## config.mk

```make
export PLATFORM = sky130hd
export DESIGN_NAME = seq_alu
export DESIGN_NICKNAME = d
export VERILOG_FILES = /design/src/rtl/alu_pkg.sv /design/src/rtl/alu_mul_iter.sv /design/src/rtl/seq_alu.sv
export SDC_FILE = /design/constraint.sdc
export NUM_CORES = 1
export LEC_CHECK = 0
export ABC_CLOCK_PERIOD_IN_PS = 4250
export BUFFER_PORTS_ARGS = -buffer_cell sky130_fd_sc_hd__clkbuf_2
export CORE_ASPECT_RATIO = 0.5
export CORE_MARGIN = 1
export CORE_UTILIZATION = 43
export CTS_CLUSTER_DIAMETER = 60
export DETAILED_ROUTE_END_ITERATION = 10
export PLACE_DENSITY_LB_ADDON = 0.05
export SETUP_SLACK_MARGIN = 0.05
export SYNTH_ARGS = -nofsm -noshare
export SYNTH_HDL_FRONTEND = slang
export SYNTH_SLANG_ARGS = --single-unit
export TNS_END_PERCENT = 30
```

## constraint.sdc

```tcl
create_clock -name clk -period 4.25 [get_ports clk]
set_input_delay 0.85 -clock clk [delete_from_list [all_inputs] [get_ports clk]]
set_output_delay 0.85 -clock clk [all_outputs]
set_load 0.005 [all_outputs]
```

## src/rtl/alu_pkg.sv

```systemverilog
// Shared opcode, flag-index and FSM-state definitions for the sequential ALU.
package alu_pkg;

  typedef enum logic [3:0] {
    OP_NOP0  = 4'b0000,
    OP_OUT   = 4'b0001,
    OP_IN    = 4'b0010,
    OP_NOP   = 4'b0011,
    OP_NOT   = 4'b0100,
    OP_INC   = 4'b0101,
    OP_DEC   = 4'b0110,
    OP_MOV   = 4'b0111,
    OP_ADD   = 4'b1000,
    OP_SUB   = 4'b1001,
    OP_AND   = 4'b1010,
    OP_OR    = 4'b1011,
    OP_SHL   = 4'b1100,
    OP_SHR   = 4'b1101,
    OP_MUL   = 4'b1110,
    OP_NOP15 = 4'b1111
  } alu_op_e;

  localparam int FLAG_Z = 0;
  localparam int FLAG_N = 1;
  localparam int FLAG_C = 2;

  typedef enum logic {
    IDLE    = 1'b0,
    MUL_RUN = 1'b1
  } state_e;

endpackage

```

## src/rtl/alu_mul_iter.sv

```systemverilog
// Iterative unsigned shift-add multiplier: one multiplier bit per cycle, WIDTH cycles.
module alu_mul_iter #(
  parameter int WIDTH = 16
) (
  input  logic                 clk,
  input  logic                 rst,
  input  logic                 start,
  input  logic [WIDTH-1:0]     a,
  input  logic [WIDTH-1:0]     b,
  output logic                 done,
  output logic [2*WIDTH-1:0]   product
);

  localparam int CW = $clog2(WIDTH);

  logic             busy;
  logic [CW-1:0]    cnt;
  logic [WIDTH-1:0] mcand;
  logic [WIDTH-1:0] hi;
  logic [WIDTH-1:0] lo;
  logic [WIDTH:0]   step_sum;

  // One shift-add step; product is the partial product after this cycle's step,
  // which equals the full product during the final (done) cycle.
  always_comb begin
    step_sum = {1'b0, hi} + (lo[0] ? {1'b0, mcand} : '0);
    product  = {step_sum, lo[WIDTH-1:1]};
    done     = busy && (cnt == CW'(WIDTH - 1));
  end

  // Operand load on start, then iterate until WIDTH steps have been taken.
  always_ff @(posedge clk) begin
    if (rst) begin
      busy  <= 1'b0;
      cnt   <= '0;
      mcand <= '0;
      hi    <= '0;
      lo    <= '0;
    end else if (start) begin
      busy  <= 1'b1;
      cnt   <= '0;
      mcand <= a;
      hi    <= '0;
      lo    <= b;
    end else if (busy) begin
      {hi, lo} <= product;
      cnt      <= cnt + 1'b1;
      if (done) busy <= 1'b0;
    end
  end

endmodule

```

## src/rtl/seq_alu.sv

```systemverilog
// Sequential ALU: single-cycle ops with registered result/flags, iterative MUL.
module seq_alu
  import alu_pkg::*;
#(
  parameter int WIDTH  = 16,
  parameter int SHW    = $clog2(WIDTH),
  parameter int MUL_EN = 1
) (
  input  logic             clk,
  input  logic             rst,
  input  logic             in_valid,
  output logic             in_ready,
  input  logic [3:0]       alu_operation,
  input  logic [WIDTH-1:0] op1,
  input  logic [WIDTH-1:0] op2,
  input  logic [SHW-1:0]   shamt,
  output logic             out_valid,
  output logic [WIDTH-1:0] result,
  output logic [WIDTH-1:0] result_hi,
  output logic [2:0]       flag
);

  localparam bit MUL_ON = (MUL_EN != 0);

  state_e               state;
  state_e               state_nxt;
  alu_op_e              op;
  logic                 accept;
  logic                 is_mul;
  logic                 mul_start;
  logic                 mul_done;
  logic [2*WIDTH-1:0]   product;
  logic [WIDTH-1:0]     prod_hi;
  logic [WIDTH-1:0]     nxt_res;
  logic [2:0]           nxt_flag;
  logic                 set_zn;
  logic [WIDTH:0]       sum;
  logic [WIDTH:0]       shl_ext;
  logic [WIDTH:0]       shr_ext;

  alu_mul_iter #(.WIDTH(WIDTH)) u_mul (
    .clk     (clk),
    .rst     (rst),
    .start   (mul_start),
    .a       (op1),
    .b       (op2),
    .done    (mul_done),
    .product (product)
  );

  // FSM state register.
  always_ff @(posedge clk) begin
    if (rst) state <= IDLE;
    else     state <= state_nxt;
  end

  // FSM next state: MUL parks the FSM in MUL_RUN until the multiplier finishes.
  always_comb begin
    state_nxt = state;
    case (state)
      IDLE:    if (mul_start) state_nxt = MUL_RUN;
      MUL_RUN: if (mul_done)  state_nxt = IDLE;
      default: state_nxt = IDLE;
    endcase
  end

  // FSM outputs and request handshake.
  always_comb begin
    op        = alu_op_e'(alu_operation);
    in_ready  = (state == IDLE);
    accept    = in_valid && in_ready;
    is_mul    = MUL_ON && (op == OP_MUL);
    mul_start = accept && is_mul;
    prod_hi   = product[2*WIDTH-1:WIDTH];
  end

  // Single-cycle datapath; shifts run on a one-bit-extended operand so the
  // extra bit is exactly the last bit shifted out (0 once shamt exceeds WIDTH).
  always_comb begin
    nxt_res  = result;
    nxt_flag = flag;
    set_zn   = 1'b0;
    sum      = '0;
    shl_ext  = {1'b0, op2} << shamt;
    shr_ext  = {op2, 1'b0} >> shamt;
    case (op)
      OP_OUT, OP_MOV: nxt_res = op1;
      OP_IN:          nxt_res = op2;
      OP_NOT: begin
        nxt_res = ~op2;
        set_zn  = 1'b1;
      end
      OP_INC: begin
        sum              = {1'b0, op2} + (WIDTH+1)'(1);
        nxt_res          = sum[WIDTH-1:0];
        nxt_flag[FLAG_C] = sum[WIDTH];
        set_zn           = 1'b1;
      end
      OP_DEC: begin
        nxt_res          = op2 - WIDTH'(1);
        nxt_flag[FLAG_C] = (op2 == '0);
        set_zn           = 1'b1;
      end
      OP_ADD: begin
        sum              = {1'b0, op1} + {1'b0, op2};
        nxt_res          = sum[WIDTH-1:0];
        nxt_flag[FLAG_C] = sum[WIDTH];
        set_zn           = 1'b1;
      end
      OP_SUB: begin
        nxt_res          = op2 - op1;
        nxt_flag[FLAG_C] = (op2 < op1);
        set_zn           = 1'b1;
      end
      OP_AND: begin
        nxt_res = op1 & op2;
        set_zn  = 1'b1;
      end
      OP_OR: begin
        nxt_res = op1 | op2;
        set_zn  = 1'b1;
      end
      OP_SHL: begin
        nxt_res = shl_ext[WIDTH-1:0];
        if (shamt != '0) nxt_flag[FLAG_C] = shl_ext[WIDTH];
        set_zn  = 1'b1;
      end
      OP_SHR: begin
        nxt_res = shr_ext[WIDTH:1];
        if (shamt != '0) nxt_flag[FLAG_C] = shr_ext[0];
        set_zn  = 1'b1;
      end
      default: ;
    endcase
    if (set_zn) begin
      nxt_flag[FLAG_Z] = (nxt_res == '0);
      nxt_flag[FLAG_N] = nxt_res[WIDTH-1];
    end
  end

  // Result/flag registers: single-cycle ops on acceptance, MUL on multiplier done.
  always_ff @(posedge clk) begin
    if (rst) begin
      result    <= '0;
      result_hi <= '0;
      flag      <= '0;
      out_valid <= 1'b0;
    end else begin
      out_valid <= 1'b0;
      if (accept && !is_mul) begin
        result    <= nxt_res;
        result_hi <= '0;
        flag      <= nxt_flag;
        out_valid <= 1'b1;
      end else if (mul_done) begin
        result         <= product[WIDTH-1:0];
        result_hi      <= prod_hi;
        flag[FLAG_Z]   <= (product == '0);
        flag[FLAG_N]   <= prod_hi[WIDTH-1];
        flag[FLAG_C]   <= (prod_hi != '0);
        out_valid      <= 1'b1;
      end
    end
  end

endmodule

```

==> results of run 1 <==
==> cells in the mapped netlist, types with 17 or more instances <==
| library cell | number | area [um^2] |
|---|---|---|
| a21oi_1 | 104 | 521 |
| ha_1 | 71 | 888 |
| and2_1 | 21 | 131 |
| nand2_1 | 163 | 612 |
| mux2i_1 | 65 | 651 |
| nor2b_1 | 24 | 150 |
| nor4_1 | 17 | 106 |
| inv_1 | 62 | 233 |
| o21ai_0 | 57 | 285 |
| dfxtp_1 | 90 | 1800 |
| a211oi_1 | 48 | 360 |
| clkbuf_1 | 92 | 345 |
| xnor2_1 | 31 | 272 |
| nand3_1 | 28 | 140 |
| mux4_2 | 19 | 428 |
| nor2_1 | 127 | 477 |
| nor3_1 | 43 | 215 |
==> cells by family (layout without fill, tap and decap cells) <==
group	count (synthesis)	after routing	share of synthesized area (%)
and+or+nand+nor	496	496	23.3
AOI/OAI and AO/OA	404	404	28.0
buffers and inverters	172	258	6.48
muxes	92	92	11.6
DFF	90	90	17.9
adders and majority gates	74	74	9.43
xor gates and xnor gates	37	37	3.22
==> area by class of cell <==
cell class / count / area (um^2) / share of cell area [%]
Multi-Input combinational cell: 1103 / 7630 / 66.1
Sequential cell: 90 / 1800 / 15.6
Timing Repair Buffer: 180 / 1180 / 10.2
Tap cell: 307 / 384 / 3.33
Inverter: 62 / 233 / 2.02
Clock buffer: 10 / 229 / 1.98
Clock inverter: 6 / 90.1 / 0.780
==> how the worst max path moves through the flow <==
stage	start	end
2_1_floorplan	op2[3]	flag[0]$_SDFFE_PP0P_
3_3_place_gp	op2[1]	flag[0]$_SDFFE_PP0P_
3_5_place_dp	op2[4]	flag[1]$_SDFFE_PP0P_
4_1_cts	u_mul.lo[0]$_SDFFE_PP0P_	flag[0]$_SDFFE_PP0P_
5_1_grt	u_mul.lo[0]$_SDFFE_PP0P_	flag[0]$_SDFFE_PP0P_
6_report	u_mul.lo[0]$_SDFFE_PP0P_	flag[0]$_SDFFE_PP0P_
==> stage by stage <==
stage                     area (um^2)  hold WS, ps  total power [mW]  worst slack [ps]
after detailed placement        11200          444              1.85               182
after global placement          11200          439              1.85               173
after CTS                       11500          453              2.72               192
after global routing            11500          472              2.85              64.6
final                           11500          449              2.74               218
after floorplan                 10100          432              1.45               131
==> worst min-delay path: stages (launching register included) <==
cell     delay [ps]
dfxtp_1         300
nand2_1          50
a21oi_1          50
==> power by group through the flow <==
stage	clock network (mW)	logic [mW]	registers [mW]
after floorplan	0	0.552	0.902
after global placement	0	0.932	0.918
after detailed placement	0	0.933	0.919
after CTS	0.877	0.939	0.900
after global routing	0.913	1.03	0.902
final	0.864	0.977	0.903
==> layer usage <==
| metal | global-route usage [%] | vias up |
|---|---|---|
| met5 | 0 | - |
| met3 | 11.3 | 99 |
| met4 | 12.3 | 2 |
| met2 | 53.7 | 676 |
| met1 | 51.6 | 5525 |
| li1 | - | 5203 |
==> registers in the layout (all words and copies together), names as in the netlist <==
signal,cells
u_mul.lo,16
u_mul.mcand,16
out_valid,1
state,1
u_mul.cnt,4
result,16
result_hi,16
u_mul.hi,16
u_mul.busy,1
flag,3
==> timing repair <==
| action | in CTS | in global routing |
|---|---|---|
| setup buffers | 0 | 0 |
| hold endpoints to repair | 0 | 0 |
| gates resized for setup | 0 | 1 |
| hold buffers | 0 | 0 |
| endpoints found under the setup margin | 0 | 2 |
==> summary.md, run 1 <==
| Metric | Value |
|---|---|
| Slew HR | 30.5% |
| Worst r2r src | u_mul.lo[0]$_SDFFE_PP0P_ |
| Commonest non-fill, non-tap cell in the layout | nand2_1 |
| # port buffers | 79 |
| Initial antenna violation count | 1 |
| CTS Buf Count | 9 |
| Critical path's top delay family | simple AND/OR/NAND/NOR gates |
| Final min period | 4030 ps |
| EDFF count, synth | 0 |
| Cell mode on critical path | or4b_1 |
| Clock skew | 6.02 ps |
| Number of global-route vias before repair | between 10,000 and 15,000 |
| Combinational Power Share | 35.6% |
| Clock power frac | 31.5% |
| Critical Path Sink Type | register |
| Final Core Density | 50.4% |
| Hold Vio Cnt, Final | 0 |
| Critical Path Start Type | register |
| Share of post-route cells with drive strength above 1 | roughly 17% |
| Core ar. | 0.0229 mm^2 |
| Drt total wl | roughly 45 mm |
| Mapped Area | 0.0101 mm^2 |
| Top Metal Used | met5 |
| Worst Hold Depth | 2 |
| DRT antenna net count | 0 |
| Hold Path End | u_mul.mcand[14]$_SDFFE_PP0P_ |
| Syn_nets | between 1,000 and 1,500 |
| Maximum clock rate | about 250 MHz |
| Non-filler cells, final | 1,758 |
| Worst reg2reg path depth | 12 |
| Chip height | 110 um |
| Latest clock arrival within the worst-skew pair | 340 ps |
| Worst-Margin Slew | 1020 ps |
| Reg2reg end | flag[0]$_SDFFE_PP0P_ |
| Initial core utilization | 44.0% |
| Syn Inst Count | 1,365 |
| Seq/Total Area, Yosys | 17.9% |
| Clock Pin Slew Worst Setup and Hold Paths | ~60 ps |
| Met1 wire length | 20.2 mm |
| Slowest CP cell | or4b_1 |
| Worst Path Arrival | roughly 4300 ps |
| Total GRT Usage | ~37% |
| RSZ-0062 raised after global routing | no |
| Initial DRC count | roughly 1,600 |
| Layout area overhead | 14.7% |
| Pwr dens | 238 mW/mm^2 |
| DR pass1 iterations | 6 |
| Top FF cell, synth | dfxtp_1 |
| Synth cell types | 82 |
| Maximum root-to-sink buffer count | 2 |
| WP data required | 4530 ps |
| WP depth | 12 |
| Die ar. | roughly 0.024 mm^2 |
| Placed cells | 1,742 |
| Metal2 WL | 18.3 mm |
| DRC viols | 0 |
| Met3 wire len | 5.31 mm |
| CP max stage delay | 560 ps |
| Avg Inst Size Synth | 7.37 um^2 |
| Net switching power | 0.994 mW |
| FFs w/ async S/R, synth | 0% |
| Row Count | 39 |
| CTS tree | done |
| Max cap viols | 0 |
| Global-route wire length before repair | 65.8 mm |
| Seq cells post-synth | 90 |
| Internal | 1.75 mW |
| I/O pin cnt | 80 |
| Leakage power | 4.61 nW |
| Fill count | 2,266 |
| Setup violators final | 0 |
| Clk sinks | 90 |
| Wire per inst | 25.7 um |
| CP Cell Sequence | and2_1, ha_1, fa_2, a211oi_2, o211ai_2, a21o_1, a2111oi_2, or4b_1, or4_1, or4b_1, o31a_1, o21ai_2 |
| Remaining global-route overflow | 0 |
| Worst-path maximum fanout | 4 |
| Clk Tree Root Cell | clkbuf_16 |
| Hold_sp | u_mul.mcand[14]$_SDFFE_PP0P_ |
| Sw Ratio | 36.2% |
| DR vias | around 12,000 |
| Commonest non-fill, non-tap cells in the layout | 163 x nand2_1, 126 x nor2_1, 104 x a21oi_1 |
| Crit Path Category | register to register |
| Max Transition Viols Final | 0 |
| Setup_tns | 0 ps |
| Avg Vias per Cell | 6.54 |
| GP Congestion | 1.02 |
| Sequential power share | 32.9% |
| Post-route clock period utilization | 94.9% |
| Nets | 1,563 |
| VDD IR max | 363 uV |
| Worst Path Buf+Inv | 0 |
| Die Wd | 218 um |
| Inserted Diodes | 0 |
| Detail Placement HPWL | ~36 mm |
| Largest net degree at the start of global routing | 51 |
| Status | finished, final reports clean |
| Htree depth | 3 |
| Yosys Warn Count | 0 |
| Hold crit path type | register to register |
| R2r setup slk | 220 ps |
Note: power is estimated with default switching activity, not from simulation.
==> inputs of run 2 (changes only) <==
--- a/config.mk
+++ b/config.mk
@@ -7,14 +7,17 @@
 export LEC_CHECK = 0
 export ABC_CLOCK_PERIOD_IN_PS = 4250
 export BUFFER_PORTS_ARGS = -buffer_cell sky130_fd_sc_hd__clkbuf_2
+export CELL_PAD_IN_SITES_DETAIL_PLACEMENT = 1
+export CELL_PAD_IN_SITES_GLOBAL_PLACEMENT = 1
 export CORE_ASPECT_RATIO = 0.5
 export CORE_MARGIN = 1
-export CORE_UTILIZATION = 43
+export CORE_UTILIZATION = 42
 export CTS_CLUSTER_DIAMETER = 60
 export DETAILED_ROUTE_END_ITERATION = 10
 export PLACE_DENSITY_LB_ADDON = 0.05
 export SETUP_SLACK_MARGIN = 0.05
 export SYNTH_ARGS = -nofsm -noshare
 export SYNTH_HDL_FRONTEND = slang
+export SYNTH_HIERARCHICAL = 1
 export SYNTH_SLANG_ARGS = --single-unit
 export TNS_END_PERCENT = 30
==> run 2 against run 1 <==
Maximum frequency increased by 2.0%. Clock skew about the same. Via count increased by 1.4%. Worst setup slack improved by 79 ps. Hold slack improved by 44 ps. Clock-buffer cell count increased by 2. Largest cell class unchanged. Critical endpoint unchanged. Critical path depth increased by 3. Global-route usage increased by 0.97 points.
==> summary.md, run 2 <==
| Metric | Value |
|---|---|
| CP Cell Sequence | and2_1, ha_1, fa_1, a211oi_2, o21ai_2, and2_4, a41oi_4, nor3_1, nand2b_1, nor4_1, nand4_1, nor4_2, a21oi_1, or2_2, o21ai_1 |
| RSZ-0062 raised after global routing | no |
| Syn_nets | 1,517 (+2.4%) |
| Slew HR | 20.7% (-9.9 points) |
| Post-route cell area | 0.0117 mm^2 (+1.1%) |
| Worst Path Buf+Inv | 0 (unchanged) |
| Setup violators final | 0 (unchanged) |
| Syn Inst Count | 1,400 (+2.6%) |
| Worst-Margin Slew | 1190 ps (+170 ps) |
| Largest family of logic cells by synthesized area | compound AO/OA/AOI/OAI gates |
| Mapped Area | 0.0106 mm^2 (+5.5%) |
| Top FF cell, synth | dfxtp_1 |
| Slowest CP cell | fa_1 |
| VDD IR max | 178 uV (-51%) |
| Worst Path Arrival | 4230 ps (-80 ps) |
| Htree depth | 3 (unchanged) |
| Total GRT Usage | 38.0% (+0.97 points) |
| DRT antenna net count | 0 (unchanged) |
| Wire per inst | 27.7 um (+7.7%) |
| Row Count | 40 (+2.6%) |
| Hold crit path type | register to register |
| Avg Vias per Cell | 6.55 (+0.11%) |
| Critical path's top delay family | simple AND/OR/NAND/NOR gates |
| Inserted Diodes | 0 (unchanged) |
| Status | finished, final reports clean |
| Mux cell area share after synthesis | 14.4% (+2.8 points) |
| Critical Path Sink Type | register |
| DRC viols | 0 (unchanged) |
| Synth Area in Adders | 8.94% (-0.49 points) |
| Share of post-route cells with drive strength above 1 | 16.5% (-0.62 points) |
| Crit Path Category | register to register |
| Detail Placement HPWL | 38.9 mm (+9.3%) |
| Pwr dens | 231 mW/mm^2 (-2.7%) |
| Compound-Gate Fraction of Synth Area | 24.4% (-3.6 points) |
| Chip height | 114 um (+3.8%) |
| Clk Tree Root Cell | clkbuf_16 |
| Non-filler cells, final | 1,781 (+1.3%) |
| Initial DRC count | 1,269 (-20%) |
| Synth Area in Simple Gates | 23.3% (+0.028 points) |
| Die ar. | 0.0259 mm^2 (+7.9%) |
| Setup_tns | 0 ps (unchanged) |
| Remaining global-route overflow | 0 (unchanged) |
| Cell taking the most area after synthesis | dfxtp_1 |
| Hold Vio Cnt, Final | 0 (unchanged) |
| Commonest non-fill, non-tap cell in the layout | nor2_1 |
| Worst-path maximum fanout | 17 (+13) |
| Maximum clock rate | 253 MHz (+2.0%) |
| Leakage power | 4.58 nW (-0.71%) |
| DR pass1 iterations | 5 (-1) |
| Initial antenna violation count | 0 (-1) |
| Critical Path Start Type | register |
| WP data required | 4520 ps (about the same) |
| Seq/Total Area, Yosys | 17.0% (-0.93 points) |
| Placed Area | 0.0114 mm^2 (+1.4%) |
| Initial core utilization | 43.5% (-0.42 points) |
| Clock skew | 6.14 ps (+0.122 ps) |
| Hold-fix buffers at CTS | 0 (unchanged) |
| I/O pin cnt | 80 (unchanged) |
| Post-route clock period utilization | 93.0% (-1.9 points) |
| Nets | 1,557 (-0.38%) |
| Latest clock arrival within the worst-skew pair | 340 ps (about the same) |
| Avg Inst Size Synth | 7.58 um^2 (+2.8%) |
| CTS tree | done |
| Placed cells | 1,765 (+1.3%) |
| Maximum root-to-sink buffer count | 2 (unchanged) |
| Clock Pin Slew Worst Setup and Hold Paths | 60 ps (about the same) |
| GP Congestion | 1.03 (+0.63%) |
| CTS Buf Count | 9 (unchanged) |
| DR vias | 11,700 (+1.4%) |
| Number of global-route vias before repair | 11,600 (+15%) |
| Synth Area in XOR/XNOR | 3.30% (+0.081 points) |
| Synth top area share | 17.0% (-0.93 points) |
| Max cap viols | 0 (unchanged) |
| Top-count cell post-synth | nor2_1 |
| Global-route wire length before repair | 73.8 mm (+12%) |
| Core ar. | 0.0244 mm^2 (+6.5%) |
| Commonest non-fill, non-tap cells in the layout | 188 x nor2_1, 102 x mux2i_1, 89 x a21oi_1 |
| Synth cell types | 94 (+15%) |
| EDFF count, synth | 0 (unchanged) |
| Drt total wl | 49.3 mm (+9.1%) |
| CP max stage delay | 450 ps (-110 ps) |
| Clk sinks | 90 (unchanged) |
| # port buffers | 79 (unchanged) |
| FFs w/ async S/R, synth | 0% (unchanged) |
| Layout area overhead | 9.99% |
| Max Transition Viols Final | 0 (unchanged) |
| Seq cells post-synth | 90 (unchanged) |
| Synth area leaders | dfxtp_1 17%, mux2i_1 9.6%, ha_1 8.4%, nor2_1 6.7%, a21oi_1 4.2% |
| Yosys Warn Count | 6 (+6) |
| Final min period | 3950 ps (-79.0 ps) |
| Die Wd | 227 um (+3.9%) |
| Largest net degree at the start of global routing | 38 (-25%) |
| Most common library cells after synthesis | 189 x nor2_1, 102 x mux2i_1, 90 x dfxtp_1, 89 x a21oi_1, 72 x nand2_1 |
-- run 2: per-layer routing --
layer	GRT usage (%)	vias up	wire (um)	share of wire, %
met4	9.41	0	956	1.9
met3	11.0	68	5120	10
met5	0	-	0	0
li1	-	5208	-	-
met1	52.8	5839	22500	46
met2	57.2	553	20700	42
-- run 2: final cells by class --
| class | instances | area, um^2 |
|---|---|---|
| clock buffers | 12 | 236 |
| clock inverters | 4 | 52.6 |
| fillers | 3098 | 12700 |
| inverters | 62 | 233 |
| multi-input cells | 1119 | 7910 |
| flip-flops and latches | 90 | 1800 |
| well taps | 336 | 420 |
| repair buffers | 158 | 1010 |
-- run 2: cells by family after synthesis --
group,count (synthesis)
DFF,90
adders and majority gates,74
buffers and inverters,191
and+or+nand+nor,500
AOI/OAI and AO/OA,374
muxes,131
xor gates and xnor gates,40
-- run 2: metrics by stage --
step	hold WS [ps]	utilization (%)	worst slack [ps]	total power, mW
after CTS	503	47.9	247	2.67
after detailed placement	482	46.7	270	1.88
final	493	47.9	297	2.70
after global routing	524	47.9	87.6	2.80
after global placement	469	46.7	361	1.86
after floorplan	449	-	668	1.49
-- run 2: what timing repair did --
item	4_1_cts	5_1_grt
setup endpoints to repair	0	1
setup buffers	0	0
gates resized for setup	0	2
-- run 2: power breakdown --
part | total, mW | switching (mW) | internal, mW
clock | 0.794 | 0.337 | 0.457
sequential | 0.892 | 0.0259 | 0.867
combinational | 1.01 | 0.654 | 0.359
-- run 2: worst reg2reg max path: stages, from the launching register on --
cell,delay (ps)
dfxtp_2,400
and2_1,200
ha_1,200
fa_1,450
a211oi_2,320
o21ai_2,140
and2_4,180
a41oi_4,270
nor3_1,110
nand2b_1,260
nor4_1,350
nand4_1,290
nor4_2,310
a21oi_1,60
or2_2,270
o21ai_1,70
-- run 2: path summary, 6_finish.rpt --
kind	slack, ps	from	end	cells past startpoint
max reg2reg	300	u_mul/lo[0]$_SDFFE_PP0P_	flag[0]$_SDFFE_PP0P_	15
min reg2reg	490	result_hi[10]$_SDFFE_PP0P_	result_hi[10]$_SDFFE_PP0P_	2
min	490	result_hi[10]$_SDFFE_PP0P_	result_hi[10]$_SDFFE_PP0P_	2
max	300	u_mul/lo[0]$_SDFFE_PP0P_	flag[0]$_SDFFE_PP0P_	15
